[src/rtl/cfi_alarm_ctrl.sv]
// CFI violation alarm controller: captures fault PC, stalls commit, raises irq, re-arms checker, escalates to lockdown.
// Latency: 1 cycle from violation_i sampled at an edge to halt/irq/fault_pc/count visible; all outputs registered.
// Backpressure: no input handshake; halt_commit_o throttles the commit stage for as long as any alarm is outstanding.
module cfi_alarm_ctrl #(
   parameter int PC_W        = 64,
   parameter int CNT_W       = 8,
   parameter int MAX_VIOL    = 4,
   parameter int ACK_TIMEOUT = 256
) (
   input  logic             clk_i,
   input  logic             rst_i,
   input  logic             violation_i,
   input  logic             commit_valid_i,
   input  logic [PC_W-1:0]  commit_pc_i,
   input  logic             irq_ack_i,
   input  logic             clear_i,
   output logic             halt_commit_o,
   output logic             irq_o,
   output logic             checker_rst_o,
   output logic             lockdown_o,
   output logic [PC_W-1:0]  fault_pc_o,
   output logic [CNT_W-1:0] violation_cnt_o,
   output logic [2:0]       state_o
);

   typedef enum logic [2:0] {
      ST_IDLE     = 3'd0,
      ST_ALARM    = 3'd1,
      ST_HALTED   = 3'd2,
      ST_RECOVER  = 3'd3,
      ST_LOCKDOWN = 3'd4
   } state_t;

   // Wait counter only has to reach ACK_TIMEOUT-1 before ALARM is left.
   localparam int WAIT_W = $clog2(ACK_TIMEOUT);
   localparam logic [WAIT_W-1:0] WAIT_LAST  = WAIT_W'(ACK_TIMEOUT - 1);
   localparam logic [CNT_W:0]    MAX_VIOL_C = (CNT_W+1)'(MAX_VIOL);

   state_t            r_state;
   state_t            w_next;
   logic [WAIT_W-1:0] r_wait;
   logic [PC_W-1:0]   r_last_pc;
   logic [PC_W-1:0]   r_fault_pc;
   logic [CNT_W-1:0]  r_cnt;
   logic              r_halt;
   logic              r_irq;
   logic              r_chk_rst;
   logic              r_lock;

   // One bit wider than the counter so the escalation compare sees the true cnt+1 even at saturation.
   logic [CNT_W:0]    w_cnt_inc;
   logic              w_capture;
   logic              w_escalate;
   logic              w_timeout;

   // Next-state decode; a violation is only accepted (and counted) from IDLE.
   always_comb begin
      w_next     = r_state;
      w_cnt_inc  = {1'b0, r_cnt} + (CNT_W+1)'(1);
      w_escalate = (w_cnt_inc >= MAX_VIOL_C);
      w_capture  = (r_state == ST_IDLE) && violation_i;
      w_timeout  = (r_wait == WAIT_LAST);
      case (r_state)
         ST_IDLE: begin
            if (violation_i) begin
               w_next = w_escalate ? ST_LOCKDOWN : ST_ALARM;
            end
         end
         ST_ALARM: begin
            // Ack beats a timeout that lands in the same cycle.
            if (irq_ack_i) begin
               w_next = ST_HALTED;
            end else if (w_timeout) begin
               w_next = ST_LOCKDOWN;
            end
         end
         ST_HALTED: begin
            if (clear_i) begin
               w_next = ST_RECOVER;
            end
         end
         ST_RECOVER:  w_next = ST_IDLE;
         ST_LOCKDOWN: w_next = ST_LOCKDOWN;
         default:     w_next = ST_IDLE;
      endcase
   end

   // State register plus output flags registered from the next state so every output is a flop.
   always_ff @(posedge clk_i) begin
      if (rst_i) begin
         r_state   <= ST_IDLE;
         r_halt    <= 1'b0;
         r_irq     <= 1'b0;
         r_chk_rst <= 1'b0;
         r_lock    <= 1'b0;
      end else begin
         r_state   <= w_next;
         r_halt    <= (w_next != ST_IDLE);
         r_irq     <= (w_next == ST_ALARM) || (w_next == ST_LOCKDOWN);
         r_chk_rst <= (w_next == ST_RECOVER);
         r_lock    <= (w_next == ST_LOCKDOWN);
      end
   end

   // Cycles spent waiting for the interrupt ack; held at zero outside ALARM.
   always_ff @(posedge clk_i) begin
      if (rst_i) begin
         r_wait <= '0;
      end else if (r_state == ST_ALARM) begin
         r_wait <= r_wait + WAIT_W'(1);
      end else begin
         r_wait <= '0;
      end
   end

   // Track the most recent committed PC so a violation without a same-cycle commit still has a PC.
   always_ff @(posedge clk_i) begin
      if (rst_i) begin
         r_last_pc <= '0;
      end else if (commit_valid_i) begin
         r_last_pc <= commit_pc_i;
      end
   end

   // Capture fault PC and bump the saturating violation count on an accepted violation.
   always_ff @(posedge clk_i) begin
      if (rst_i) begin
         r_fault_pc <= '0;
         r_cnt      <= '0;
      end else if (w_capture) begin
         r_fault_pc <= commit_valid_i ? commit_pc_i : r_last_pc;
         r_cnt      <= w_cnt_inc[CNT_W] ? '1 : w_cnt_inc[CNT_W-1:0];
      end
   end

   assign halt_commit_o   = r_halt;
   assign irq_o           = r_irq;
   assign checker_rst_o   = r_chk_rst;
   assign lockdown_o      = r_lock;
   assign fault_pc_o      = r_fault_pc;
   assign violation_cnt_o = r_cnt;
   assign state_o         = r_state;

endmodule

[config.mk]
export PLATFORM = sky130hd
export DESIGN_NAME = cfi_alarm_ctrl
export DESIGN_NICKNAME = d
export VERILOG_FILES = /design/src/rtl/cfi_alarm_ctrl.sv
export SDC_FILE = /design/constraint.sdc
export NUM_CORES = 1
export LEC_CHECK = 0
export ABC_AREA = 0
export CAP_MARGIN = 20
export CORE_MARGIN = 3
export CORE_UTILIZATION = 45
export CTS_BUF_LIST = sky130_fd_sc_hd__clkbuf_8
export DETAILED_ROUTE_END_ITERATION = 8
export PLACE_DENSITY = 0.86
export SLEW_MARGIN = 20
export SYNTH_ARGS = -nofsm -noshare
export SYNTH_HDL_FRONTEND = slang
export SYNTH_SLANG_ARGS = --single-unit
export TNS_END_PERCENT = 30
[constraint.sdc]
create_clock -name clk_i -period 1.58 [get_ports clk_i]
set_input_delay 0.316 -clock clk_i [delete_from_list [all_inputs] [get_ports clk_i]]
set_output_delay 0.316 -clock clk_i [all_outputs]
set_load 0.01 [all_outputs]
==> impl_metrics.json <==
{
  "routedWlPerCell_um": 15.5,
  "maxCapViolations": 0,
  "core_area_um2": 11600,
  "synth_flop_cell": "dfxtp_1",
  "antenna_found_initial": 0,
  "area_growth_pct": 40.0,
  "outcome": "finished clean",
  "diodes": 0,
  "finalSetupViolations": 0,
  "switching_share_pct": 25.7,
  "synth_edf_count": 0,
  "grt_pass1_wl_mm": 20.1,
  "regToRegSetupSlack_ns": 0.06,
  "required_ns": 1.26,
  "drtPass1Iterations": 4,
  "power_density_nw_per_um2": 1220,
  "clk_path_buf_depth": 2,
  "critPathMaxFanout": 11,
  "p_int_mw": 6.85,
  "tightest_slew_ns": 0.336,
  "nets": 766,
  "initial_core_util_pct": 46.7,
  "leakage_nw": 3.38,
  "synth_seq_cells": 151,
  "ant_nets": 0,
  "r2r_cells": 6,
  "synth_cells": 544,
  "holdPathEnd": "halt_commit_o",
  "synth-seq-area-share_pct": 56.0,
  "async_flop_share_pct": 0,
  "rr_endpoint": "fault_pc_o[41]",
  "viasPerCell": 5.24,
  "gp_congestion": 0.794,
  "clkLatencyLatePin_ns": 0.44,
  "dieArea_um2": 13300,
  "rsz0062_at_grt": "true",
  "synth_nets": 617,
  "hold_path_class": "primary input to register",
  "worstPathArrival_ns": 1.21,
  "ys_warn_count": 0,
  "htreeDepth": 4,
  "hold_viol_final": 0,
  "crit_path_end_kind": "output pin",
  "seq_power_share_pct": 46.9,
  "pwr-share-comb_pct": 18.3,
  "chipWidth_um": 116,
  "syn_area_per_cell_um2": 9.92,
  "wl_mm": 13.2,
  "hold_buffers": 0,
  "grt-ovfl-total": 0,
  "fin_tns_setup_ns": 0,
  "first_iter_violations": 352,
  "grt_use_total_pct": 18.8,
  "cp-start-kind": "register",
  "critPathKind": "register to output pin",
  "clk_pin_slew_ns": 0.08,
  "period_share_pct": 96.9,
  "holdWs_ns": 0.140,
  "maxSlewHeadroom_pct": 77.0,
  "min-delay-start": "rst_i",
  "drc": 0,
  "dp_hpwl_mm": 8.42,
  "dieHeight_um": 116,
  "layout_commonest_cell": "nor2_1",
  "skew_ns": 0.00876,
  "cts_root_buffer": "clkbuf_8",
  "tritoncts": "yes",
  "min_period_ns": 1.53,
  "drive_gt1_share_pct": 10.6,
  "grt_max_degree": 74,
  "layout_common_cells": "nor2_1 (146), dfxtp_1 (141), dlygate4sd2_1 (77)",
  "grt_pass1_vias": 4265,
  "portBuffers": 148,
  "vdd_drop_max_mv": 0.748,
  "clockPowerShare_pct": 34.8,
  "p_sw_mw": 2.37,
  "cts_buffers": 17,
  "reg2reg_from": "state_o[2]",
  "netlist_area_um2": 5400,
  "whs_path_depth": 2,
  "vias": 4449,
  "yosysUniqueCellTypes": 35,
  "row_count": 39,
  "finalMaxSlewViolations": 0,
  "max_freq_mhz": 653,
  "clock_sinks": 151,
  "num_io_pins": 149,
  "startpoint": "state_o[2]"
}
[synthesized netlist by cell type (3+ instances only)]
master | n | area share [%]
nand3_1 | 11 | 1.0
dfxtp_1 | 151 | 56
and3_1 | 5 | 0.58
mux2i_1 | 65 | 12
clkbuf_1 | 14 | 0.97
nor3_1 | 5 | 0.46
buf_1 | 3 | 0.21
ha_1 | 3 | 0.70
buf_2 | 20 | 1.9
o21ai_0 | 3 | 0.28
xnor2_1 | 3 | 0.49
buf_4 | 4 | 0.56
nand2_1 | 7 | 0.49
a211oi_1 | 65 | 9.0
a21oi_1 | 6 | 0.56
xor2_1 | 3 | 0.49
nor2_1 | 148 | 10
nand4_1 | 3 | 0.35
[stage by stage]
stage	power [mW]	instances	utilization, %	cell area (µm²)	worst slack (ns)
2_1_floorplan	5.25	544	-	5400	0.0400
4_1_cts	9.19	844	64.4	7450	0.00978
3_5_place_dp	6.13	812	61.2	7080	-0.378
3_3_place_gp	6.06	812	61.2	7080	-0.302
5_1_grt	9.62	849	65.3	7560	-0.0112
6_report	9.21	849	65.3	7560	0.0491
[critical path: stages, from the launching register on]
cell and delay [ns]:
dfxtp_2 0.36, buf_4 0.18, clkdlybuf4s15_2 0.24
[sequential cells by signal, summed over array words and instances (netlist names)]
name	cells
fault_pc_o	64
r_last_pc	64
r_wait	8
violation_cnt_o	8
state_o	3
checker_rst_o	1
halt_commit_o	1
irq_o	1
lockdown_o	1
[cells by family after synthesis]
family / after synthesis / share of synthesized area [%]
AOI/OAI and AO/OA: 84 / 11.4
xor gates and xnor gates: 6 / 0.974
adders and majority gates: 3 / 0.695
buffers and inverters: 43 / 3.73
DFF: 151 / 56.0
muxes: 65 / 12.1
and+or+nand+nor: 192 / 15.2
[worst max path at each step]
stage,end,slack (ns),cells after the start
after floorplan,lockdown_o,0.04,6
after global placement,violation_cnt_o[6],-0.30,6
after detailed placement,fault_pc_o[30],-0.38,6
after CTS,state_o[1],0.01,2
after global routing,state_o[2],-0.01,2
final,state_o[2],0.05,2
[layout make-up]
type	count	area (µm²)
Sequential cell	151	3040
Tap cell	143	179
Timing Repair Buffer	171	1690
Multi-Input combinational cell	350	2200
Clock inverter	11	154
Clock buffer	21	289
Fill cell	923	4010
Inverter	2	7.51
[power groups by stage]
stage,clock (mW),combinational (mW),sequential [mW]
2_1_floorplan,0,0.758,4.50
3_3_place_gp,0,1.67,4.39
3_5_place_dp,0,1.72,4.41
4_1_cts,3.28,1.59,4.32
5_1_grt,3.43,1.83,4.35
6_report,3.21,1.68,4.32
[metal layers]
layer / part of all wire, % / vias to the layer above / global-route usage, % / wire (µm)
met3: 6.5 / 30 / 5.27 / 855
met5: 0 / - / 0 / 0
met4: 2.2 / 0 / 9.08 / 284
li1: - / 2190 / - / -
met2: 49 / 165 / 32.0 / 6470
met1: 42 / 2064 / 21.7 / 5540
[timing repair]
action / CTS / global route
gates cloned: 0 / 2
pin swaps: 0 / 1
buffers inserted: 0 / 3
resized for setup: 94 / 7
setup endpoints to repair: 84 / 42
No activity file was read; power rests on OpenSTA's default activity.
